===== src/rtl/ctrl_pkg.sv =====
// ---------------------------------------------------------------------------
// ctrl_pkg
// Shared encodings for the multi-cycle control sequencer:
//   - state_t  : sequencer state encoding (also exported on the debug port)
//   - OP_*     : RV64I-subset major opcodes understood by the sequencer
//   - ALU_*    : ALU operation codes driven onto alu_op
//   - iclass_t : instruction class produced by rv_decode
// ---------------------------------------------------------------------------
package ctrl_pkg;

    typedef enum logic [2:0] {
        ST_IDLE   = 3'd0,
        ST_FETCH  = 3'd1,
        ST_DECODE = 3'd2,
        ST_EXEC   = 3'd3,
        ST_MEM    = 3'd4,
        ST_WB     = 3'd5,
        ST_HALT   = 3'd6
    } state_t;

    localparam logic [6:0] OP_R   = 7'b0110011;
    localparam logic [6:0] OP_IMM = 7'b0010011;
    localparam logic [6:0] OP_LD  = 7'b0000011;
    localparam logic [6:0] OP_SD  = 7'b0100011;
    localparam logic [6:0] OP_BEQ = 7'b1100011;

    localparam logic [3:0] ALU_AND = 4'b0000;
    localparam logic [3:0] ALU_OR  = 4'b0001;
    localparam logic [3:0] ALU_ADD = 4'b0010;
    localparam logic [3:0] ALU_SUB = 4'b0110;

    typedef enum logic [2:0] {
        CLS_R   = 3'd0,
        CLS_IMM = 3'd1,
        CLS_LD  = 3'd2,
        CLS_SD  = 3'd3,
        CLS_BEQ = 3'd4,
        CLS_ILL = 3'd5
    } iclass_t;

endpackage


===== src/rtl/rv_decode.sv =====
// ---------------------------------------------------------------------------
// rv_decode
// Purely combinational classifier for the instruction held in the datapath IR.
// Ports:
//   opcode   in  7 : IR[6:0]
//   funct3   in  3 : IR[14:12]
//   funct7_5 in  1 : IR[30]
//   cls      out 3 : instruction class (iclass_t encoding)
//   alu_op   out 4 : ALU operation the instruction needs in EXEC
//   illegal  out 1 : encoding is outside the supported subset
// ---------------------------------------------------------------------------
module rv_decode
    import ctrl_pkg::*;
(
    input  logic [6:0] opcode,
    input  logic [2:0] funct3,
    input  logic       funct7_5,
    output logic [2:0] cls,
    output logic [3:0] alu_op,
    output logic       illegal
);

    always_comb begin
        cls     = CLS_ILL;
        alu_op  = ALU_ADD;
        illegal = 1'b1;
        case (opcode)
            OP_R: begin
                // IR[30] only selects SUB; with AND/OR it marks an
                // unsupported encoding.
                case (funct3)
                    3'b000: begin
                        cls     = CLS_R;
                        alu_op  = funct7_5 ? ALU_SUB : ALU_ADD;
                        illegal = 1'b0;
                    end
                    3'b111: begin
                        if (!funct7_5) begin
                            cls     = CLS_R;
                            alu_op  = ALU_AND;
                            illegal = 1'b0;
                        end
                    end
                    3'b110: begin
                        if (!funct7_5) begin
                            cls     = CLS_R;
                            alu_op  = ALU_OR;
                            illegal = 1'b0;
                        end
                    end
                    default: ;
                endcase
            end
            OP_IMM: begin
                if (funct3 == 3'b000) begin
                    cls     = CLS_IMM;
                    illegal = 1'b0;
                end
            end
            OP_LD: begin
                if (funct3 == 3'b011) begin
                    cls     = CLS_LD;
                    illegal = 1'b0;
                end
            end
            OP_SD: begin
                if (funct3 == 3'b011) begin
                    cls     = CLS_SD;
                    illegal = 1'b0;
                end
            end
            OP_BEQ: begin
                if (funct3 == 3'b000) begin
                    cls     = CLS_BEQ;
                    alu_op  = ALU_SUB;
                    illegal = 1'b0;
                end
            end
            default: ;
        endcase
    end

endmodule


===== src/rtl/multicycle_ctrl.sv =====
// ---------------------------------------------------------------------------
// multicycle_ctrl
// Multi-cycle control sequencer for the full_path datapath. Steps each
// instruction through FETCH/DECODE/EXEC/MEM/WB, handshakes with instruction
// and data memories (req held until ack), drives datapath enables and mux
// selects, and counts retired instructions.
// Ports:
//   clk, rst (sync, active-low)
//   opcode/funct3/funct7_5 : latched IR fields from the datapath
//   alu_zero               : ALU result == 0 (branch condition)
//   imem_ack/dmem_ack      : memory completion, meaningful only with req
//   imem_req, dmem_req, dmem_we          : memory requests
//   ir_we, pc_we, pc_sel                 : IR / PC control
//   alu_src_imm, alu_op                  : ALU control
//   reg_we, mem_to_reg                   : register-file writeback control
//   retire, instret                      : retirement pulse and counter
//   halted                               : illegal instruction seen
//   state                                : current state (debug)
// ---------------------------------------------------------------------------
module multicycle_ctrl
    import ctrl_pkg::*;
#(
    parameter int CNT_W = 32
) (
    input  logic             clk,
    input  logic             rst,
    input  logic [6:0]       opcode,
    input  logic [2:0]       funct3,
    input  logic             funct7_5,
    input  logic             alu_zero,
    input  logic             imem_ack,
    input  logic             dmem_ack,
    output logic             imem_req,
    output logic             dmem_req,
    output logic             dmem_we,
    output logic             ir_we,
    output logic             pc_we,
    output logic             pc_sel,
    output logic             alu_src_imm,
    output logic [3:0]       alu_op,
    output logic             reg_we,
    output logic             mem_to_reg,
    output logic             retire,
    output logic [CNT_W-1:0] instret,
    output logic             halted,
    output logic [2:0]       state
);

    state_t           state_q;
    state_t           state_d;
    logic [CNT_W-1:0] instret_q;

    logic [2:0] dec_cls;
    logic [3:0] dec_alu_op;
    logic       dec_illegal;

    rv_decode u_decode (
        .opcode   (opcode),
        .funct3   (funct3),
        .funct7_5 (funct7_5),
        .cls      (dec_cls),
        .alu_op   (dec_alu_op),
        .illegal  (dec_illegal)
    );

    // State register and retired-instruction counter. Reset wins over any
    // pending ack, so an in-flight request simply disappears.
    always_ff @(posedge clk) begin
        if (!rst) begin
            state_q   <= ST_IDLE;
            instret_q <= '0;
        end else begin
            state_q <= state_d;
            if (retire) begin
                instret_q <= instret_q + CNT_W'(1);
            end
        end
    end

    // Next-state and output decode. The ack-qualified outputs (ir_we/pc_we in
    // FETCH, retire for a store in MEM) follow the ack in the same cycle so
    // that the transfer completes on the edge that leaves the state.
    always_comb begin
        state_d     = state_q;
        imem_req    = 1'b0;
        dmem_req    = 1'b0;
        dmem_we     = 1'b0;
        ir_we       = 1'b0;
        pc_we       = 1'b0;
        pc_sel      = 1'b0;
        alu_src_imm = 1'b0;
        alu_op      = ALU_AND;
        reg_we      = 1'b0;
        mem_to_reg  = 1'b0;
        retire      = 1'b0;
        halted      = 1'b0;

        case (state_q)
            ST_IDLE: begin
                state_d = ST_FETCH;
            end

            ST_FETCH: begin
                imem_req = 1'b1;
                if (imem_ack) begin
                    ir_we   = 1'b1;
                    pc_we   = 1'b1;
                    state_d = ST_DECODE;
                end
            end

            ST_DECODE: begin
                state_d = dec_illegal ? ST_HALT : ST_EXEC;
            end

            ST_EXEC: begin
                alu_op = dec_alu_op;
                case (dec_cls)
                    CLS_R: begin
                        state_d = ST_WB;
                    end
                    CLS_IMM: begin
                        alu_src_imm = 1'b1;
                        state_d     = ST_WB;
                    end
                    CLS_LD, CLS_SD: begin
                        alu_src_imm = 1'b1;
                        state_d     = ST_MEM;
                    end
                    CLS_BEQ: begin
                        // Branch target is old_pc+imm; PC+4 was already
                        // loaded during FETCH, so not-taken needs no write.
                        retire  = 1'b1;
                        pc_we   = alu_zero;
                        pc_sel  = alu_zero;
                        state_d = ST_FETCH;
                    end
                    default: begin
                        state_d = ST_HALT;
                    end
                endcase
            end

            ST_MEM: begin
                dmem_req = 1'b1;
                dmem_we  = (dec_cls == CLS_SD);
                if (dmem_ack) begin
                    if (dec_cls == CLS_SD) begin
                        retire  = 1'b1;
                        state_d = ST_FETCH;
                    end else begin
                        state_d = ST_WB;
                    end
                end
            end

            ST_WB: begin
                reg_we     = 1'b1;
                mem_to_reg = (dec_cls == CLS_LD);
                retire     = 1'b1;
                state_d    = ST_FETCH;
            end

            ST_HALT: begin
                halted = 1'b1;
            end

            default: begin
                state_d = ST_IDLE;
            end
        endcase
    end

    assign instret = instret_q;
    assign state   = state_q;

endmodule


===== config.mk =====
export PLATFORM = sky130hd
export DESIGN_NAME = multicycle_ctrl
export DESIGN_NICKNAME = d
export VERILOG_FILES = /design/src/rtl/ctrl_pkg.sv /design/src/rtl/rv_decode.sv /design/src/rtl/multicycle_ctrl.sv
export SDC_FILE = /design/constraint.sdc
export NUM_CORES = 1
export LEC_CHECK = 0
export ABC_AREA = 1
export CAP_MARGIN = 5
export CORE_UTILIZATION = 37
export DETAILED_ROUTE_END_ITERATION = 8
export GPL_ROUTABILITY_DRIVEN = 0
export REMOVE_ABC_BUFFERS = 1
export SETUP_SLACK_MARGIN = 0.1
export SYNTH_ARGS = -nofsm -noshare
export SYNTH_HDL_FRONTEND = slang
export SYNTH_SLANG_ARGS = --single-unit
export TNS_END_PERCENT = 100

===== constraint.sdc =====
create_clock -name clk -period 2.4 [get_ports clk]
set_clock_uncertainty 0.1 [all_clocks]
set_input_delay 0.24 -clock clk [delete_from_list [all_inputs] [get_ports clk]]
set_output_delay 0.24 -clock clk [all_outputs]
set_load 0.005 [all_outputs]

### Word level (Yosys, flattened, before mapping)

Index checks and enable logic that the tools add are counted.

* multipliers: 0
* $lt $le $gt $ge: 0
* equality and inequality tests: 20
* add/sub/neg operators: 1
* multiplexer cells: 42
* reductions and logical operators: 11
* divide/modulo/power cells: 0
* shift-type cells: 0
* bitwise operators: 1

Operator list (number)
* adder 32 x 1 -> 32 bit (second input constant): 1
* 2-to-1 mux 3 bit: 10
* 2-to-1 mux 1 bit: 19
* equality test 3 bit (second input constant): 6
* one-hot mux 3 bit (6 select lines): 1
* equality test 3 x 2 -> 1 bit (second input constant): 5
* one-hot mux 3 bit (5 select lines): 1
* equality test 7 x 6 -> 1 bit (second input constant): 2
* one-hot mux 4 bit (3 select lines): 1
* OR reduction 2 bit: 6
* logical NOT 3 bit: 3
* one-hot mux 3 bit (3 select lines): 1
* one-hot mux 4 bit (2 select lines): 1
* equality test 7 x 2 -> 1 bit (second input constant): 1
* equality test 7 x 5 -> 1 bit (second input constant): 1
* equality test 7 bit (second input constant): 1
* equality test 3 x 1 -> 1 bit (second input constant): 2
* one-hot mux 1 bit (3 select lines): 2
* one-hot mux 3 bit (2 select lines): 1
* 2-to-1 mux 2 bit: 2
* 2-to-1 mux 4 bit: 1
* != test 2 bit (second input constant): 2
* one-hot mux 1 bit (2 select lines): 2
* AND reduction 3 bit: 1
* 2 further kinds: 2

* RAM bits: 0
* ROM bits: 0
* output and inout port bits: 50
* logic and storage cells: 77
* latch bits: 0
* flip-flop bits (word level): 35
* memories: 0
* input port bits: 16

### Longest topological paths before layout

* depth after elaboration: 8
* gate-level depth with buffers: 11
* mapped depth without buffers: 11

### By module

From an unflattened synthesis, not the netlist that was laid out.

* cell total of the unflattened synthesis: 415
* area, all modules: 2456.1 um2

By module, submodules not included
* multicycle_ctrl: cells each 351, instances 1, sequential area each 700.7 um2, area an instance 2160.8 um2
* rv_decode: cells each 64, instances 1, sequential area each 0.0 um2, area an instance 295.3 um2

### Worst setup path after synthesis

OpenSTA, ideal clock, no wires.

* path type: reg2reg
* from: register instret_q[0] (netlist: instret[0])
* to: register instret_q[30] (netlist: instret[30])
* slack: 820 ps
* cell stages (with the launch flop): 8
* setup time: 132 ps
* data required time: 2168 ps
* clock period less this slack: 1580 ps
* buffers on the path: 0
* arrival: 1348 ps
* cells stage by stage: dfxtp_1 -> ha_1 -> nand3_1 -> nor3_1 -> nand2_1 -> xnor2_1 -> nand2_1 -> a21oi_1

* cells in the longest elaborated chain, start to end: 1

RTL lines
* start: declaration: RTL line multicycle_ctrl.sv:51 `logic [CNT_W-1:0] instret_q;`
* start signal: assignment: RTL line multicycle_ctrl.sv:75 `instret_q <= instret_q + CNT_W'(1);`
* adder 32 x 1 -> 32 bit: RTL line multicycle_ctrl.sv:75

Every way passes these cells.
A chain may end at the register's enable or synchronous reset.

### Worst setup path in the final report

* from: input port opcode[3]
* to: output port alu_src_imm

* cells in the longest elaborated chain, start to end: 6
* elaborated cells between the ends (all ways): 12
* classes of those cells: eq/ne (8); mux (3); reduce/logical (1)

RTL lines
* start: declaration: RTL line multicycle_ctrl.sv:27 `input logic [6:0] opcode,`
* equality test 7 bit, or another cell as far along: RTL line rv_decode.sv:27 `case (opcode)`
* one-hot mux 3 bit (5 select lines) *: RTL line rv_decode.sv:27
* equality test 3 x 2 -> 1 bit / equality test 3 x 1 -> 1 bit (equally long branches): RTL line multicycle_ctrl.sv:118 `case (dec_cls)`
* OR reduction 3 bit (no source line) *
* 2-to-1 mux 1 bit *: RTL line multicycle_ctrl.sv:118
* 2-to-1 mux 1 bit *: RTL line multicycle_ctrl.sv:98 `case (state_q)`
* end: declaration: RTL line multicycle_ctrl.sv:39 `output logic alu_src_imm,`

Mark *: on every way between the ends. The rest lies on a longest branch, timed or not.

==> results.tsv <==
metric	value	unit
status	completed	
r2r_cells	11	
synth_area	2460	um2
total_power_draw	1.53	mW
tritoncts	built	
design.final.nets	494	
fp.dieArea	6970	um2
post_route_cells_drive_above_1_share	11.3	%
worstSetupStartpointType	input port	
synthCells	400	
final_period_minus_worst_setup_slack	2.20	ns
gr-total-overflow	0	
number_of_maximum_capacitance_violations	0	
cp_capture_type	output pin	
placed_area	3180	um2
layout_common_cells	sky130_fd_sc_hd__nand2_1 (117), sky130_fd_sc_hd__clkdlybuf4s50_1 (55), sky130_fd_sc_hd__nor2_1 (52)	
synthDistinctLibCells	35	
power.ir.vdd_worst	0.391	mV
track_usage	20.3	%
first_global_vias	2471	
num_antenna_cells	0	
die_height	83.5	um
ordered_cell_list_for_the_critical_path	clkdlybuf4s50_1 -> inv_1 -> nand2_2 -> nor2_8 -> buf_4 -> a31oi_1 -> nand4_1 -> o21ai_1 -> inv_1 -> dlygate4sd2_1	
timing_hold_violations_final	0	
postRouteWirelength	6.91	mm
route.detailed.drc	0	
dr.pass1.iters	4	
clock-sinks	35	
syn2layout_area_growth	37.6	%
portBuffers	64	
root_buffer	sky130_fd_sc_hd__clkbuf_8	
finalWorstSetupSlack	0.204	ns
postLayoutCoreUtil	52.9	%
num_io_pins	66	
vias_per_inst	5.01	
worstSetupEndpoint	alu_src_imm	
ant_nets	0	
num_rows	29	
detailedPlacementHpwl	5.33	mm
route.vias.total	2783	
period_share	91.5	%
place.detailed.instances	539	
synth_ff_type	sky130_fd_sc_hd__dfxtp_1	
cts_htree_levels	2	
critical_path.reg2reg.endpoint	instret[4]	
setup_viol	0	
initial_core_util	38.5	%
timing.critical_path.slowest_stage_cell	sky130_fd_sc_hd__clkdlybuf4s50_1	
leakage	1.37	nW
crit-reg2reg-launch	state[0]	
synth_enable_flop_cells	0	
pre_cts_ws	-0.0122	ns
reg2reg_setup_slack	0.31	ns
maximum_number_of_pins_on_one_net_before_global_route_repair	23	
most_common_cell_after_layout_fill_and_taps_aside	sky130_fd_sc_hd__nand2_1	
critical_path_required	2.06	ns
worstSetupStartpoint	opcode[3]	
clock.fmax	455	MHz
worst_path_maximum_fanout	8	
ys_ff_latch	35	
coreArea	6390	um2
slew_viol_final	0	
yosysWarningCount	0	
stdcell_area	3380	um2
asyncSetResetFlopFracSynth	0	%
criticalPathCategory	input port to output pin	
rsz0062_at_grt	yes	
ys_seq_area_share	28.5	%
per_instance_average_area_after_synthesis	6.14	um2
tritoncts.num_buffers	5	
grt_first_pass_wirelength	11.6	mm
clk_transition_reported_paths	0.07	ns
drt_iter0_drc	200	
cpPeakStageDelay	0.48	ns
die_width	83.5	um
worst_skew_pair_latency	0.29	ns
avgRoutedWirePerCell	12.5	um
worst-endpoint-arrival	1.86	ns
most_common_cell_type_on_the_critical_path	sky130_fd_sc_hd__inv_1	
cell_area_power_density	453	nW/um2
number_of_antenna_violations_at_the_first_check_in_global_routing	0	
clock_tree.buffer_depth	2	
finalNonFillerCells	555	
hp-class	register to register	
## how the worst min path moves through the flow
stage,start,to,slack [ns],cells past startpoint
floorplan,rst,instret[11],0.26,2
global placement,instret[31],instret[31],0.39,2
detailed placement,instret[31],instret[31],0.40,2
CTS,instret[31],instret[31],0.41,2
global route,instret[31],instret[31],0.45,2
finish,instret[31],instret[31],0.42,2
## state kept, by name (all words and copies together), names as in the netlist
signal and flops:
state 3, instret 32
## worst max-delay path: cells and delay by family
family,cells,cell delay (ns)
compound gates,2,0.32
buf+inv,5,0.97
simple gates,3,0.33
## cell usage after synthesis, drive strengths merged, types with 3 or more instances
cell    number  share of area [%]
nand3b       3               0.92
buf          7                2.6
xnor2        9                3.2
nand4        9                2.3
xor2         6                2.1
nor2        60                 10
nand2      122                 19
nor3        14                3.1
a21oi       34                7.1
dfxtp       35                 29
o21ai        5                1.0
clkbuf       3               0.46
inv         42                6.4
nand3       37                8.8
## power by group
part	internal [mW]	total, mW	switching (mW)
Sequential	0.607	0.650	0.0430
Clock	0.204	0.421	0.217
Combinational	0.221	0.462	0.241
## through the flow
stage / setup TNS, ns / hold WS [ns]
CTS: 0 / 0.410
finish: 0 / 0.415
floorplan: 0 / 0.261
global placement: 0 / 0.393
global route: 0 / 0.454
detailed placement: -0.0122 / 0.399
## repair_timing
| item | 4_1_cts | 5_1_grt |
|---|---|---|
| buffers inserted | 3 | 5 |
| hold endpoints to repair | 0 | 0 |
| hold buffers | 0 | 0 |
| pin swaps | 7 | 7 |
| gates resized for setup | 13 | 13 |
| endpoints found under the setup margin | 8 | 13 |
## layer usage
| metal | share of wire, % | vias up | track usage (%) |
|---|---|---|---|
| li1 | - | 1445 | - |
| met1 | 48 | 1252 | 28.1 |
| met2 | 45 | 76 | 32.5 |
| met3 | 5.5 | 10 | 3.46 |
| met4 | 1.2 | 0 | 6.01 |
| met5 | 0 | - | 0 |
## kinds of logic (layout without fill, tap and decap cells)
kind of cell	after synthesis	in the layout	synth area share, %
AND/OR/NAND/NOR	250	250	45.8
buffers and inverters	52	130	9.53
AO/OA/AOI/OAI	46	46	10.1
flip-flops	35	35	28.5
XOR/XNOR	15	15	5.35
adder cells (fa/ha/maj)	1	1	0.509
other	1	1	0.153
## layout make-up
type                    instances  area [um2]
well taps                      77        96.3
repair buffers                 80         773
clock inverters                 1        5.00
inverters                      42         160
clock buffers                   7        76.3
fillers                       662        3010
multi-input cells             313        1570
flip-flops and latches         35         701
No activity file was read; power rests on OpenSTA's default activity.
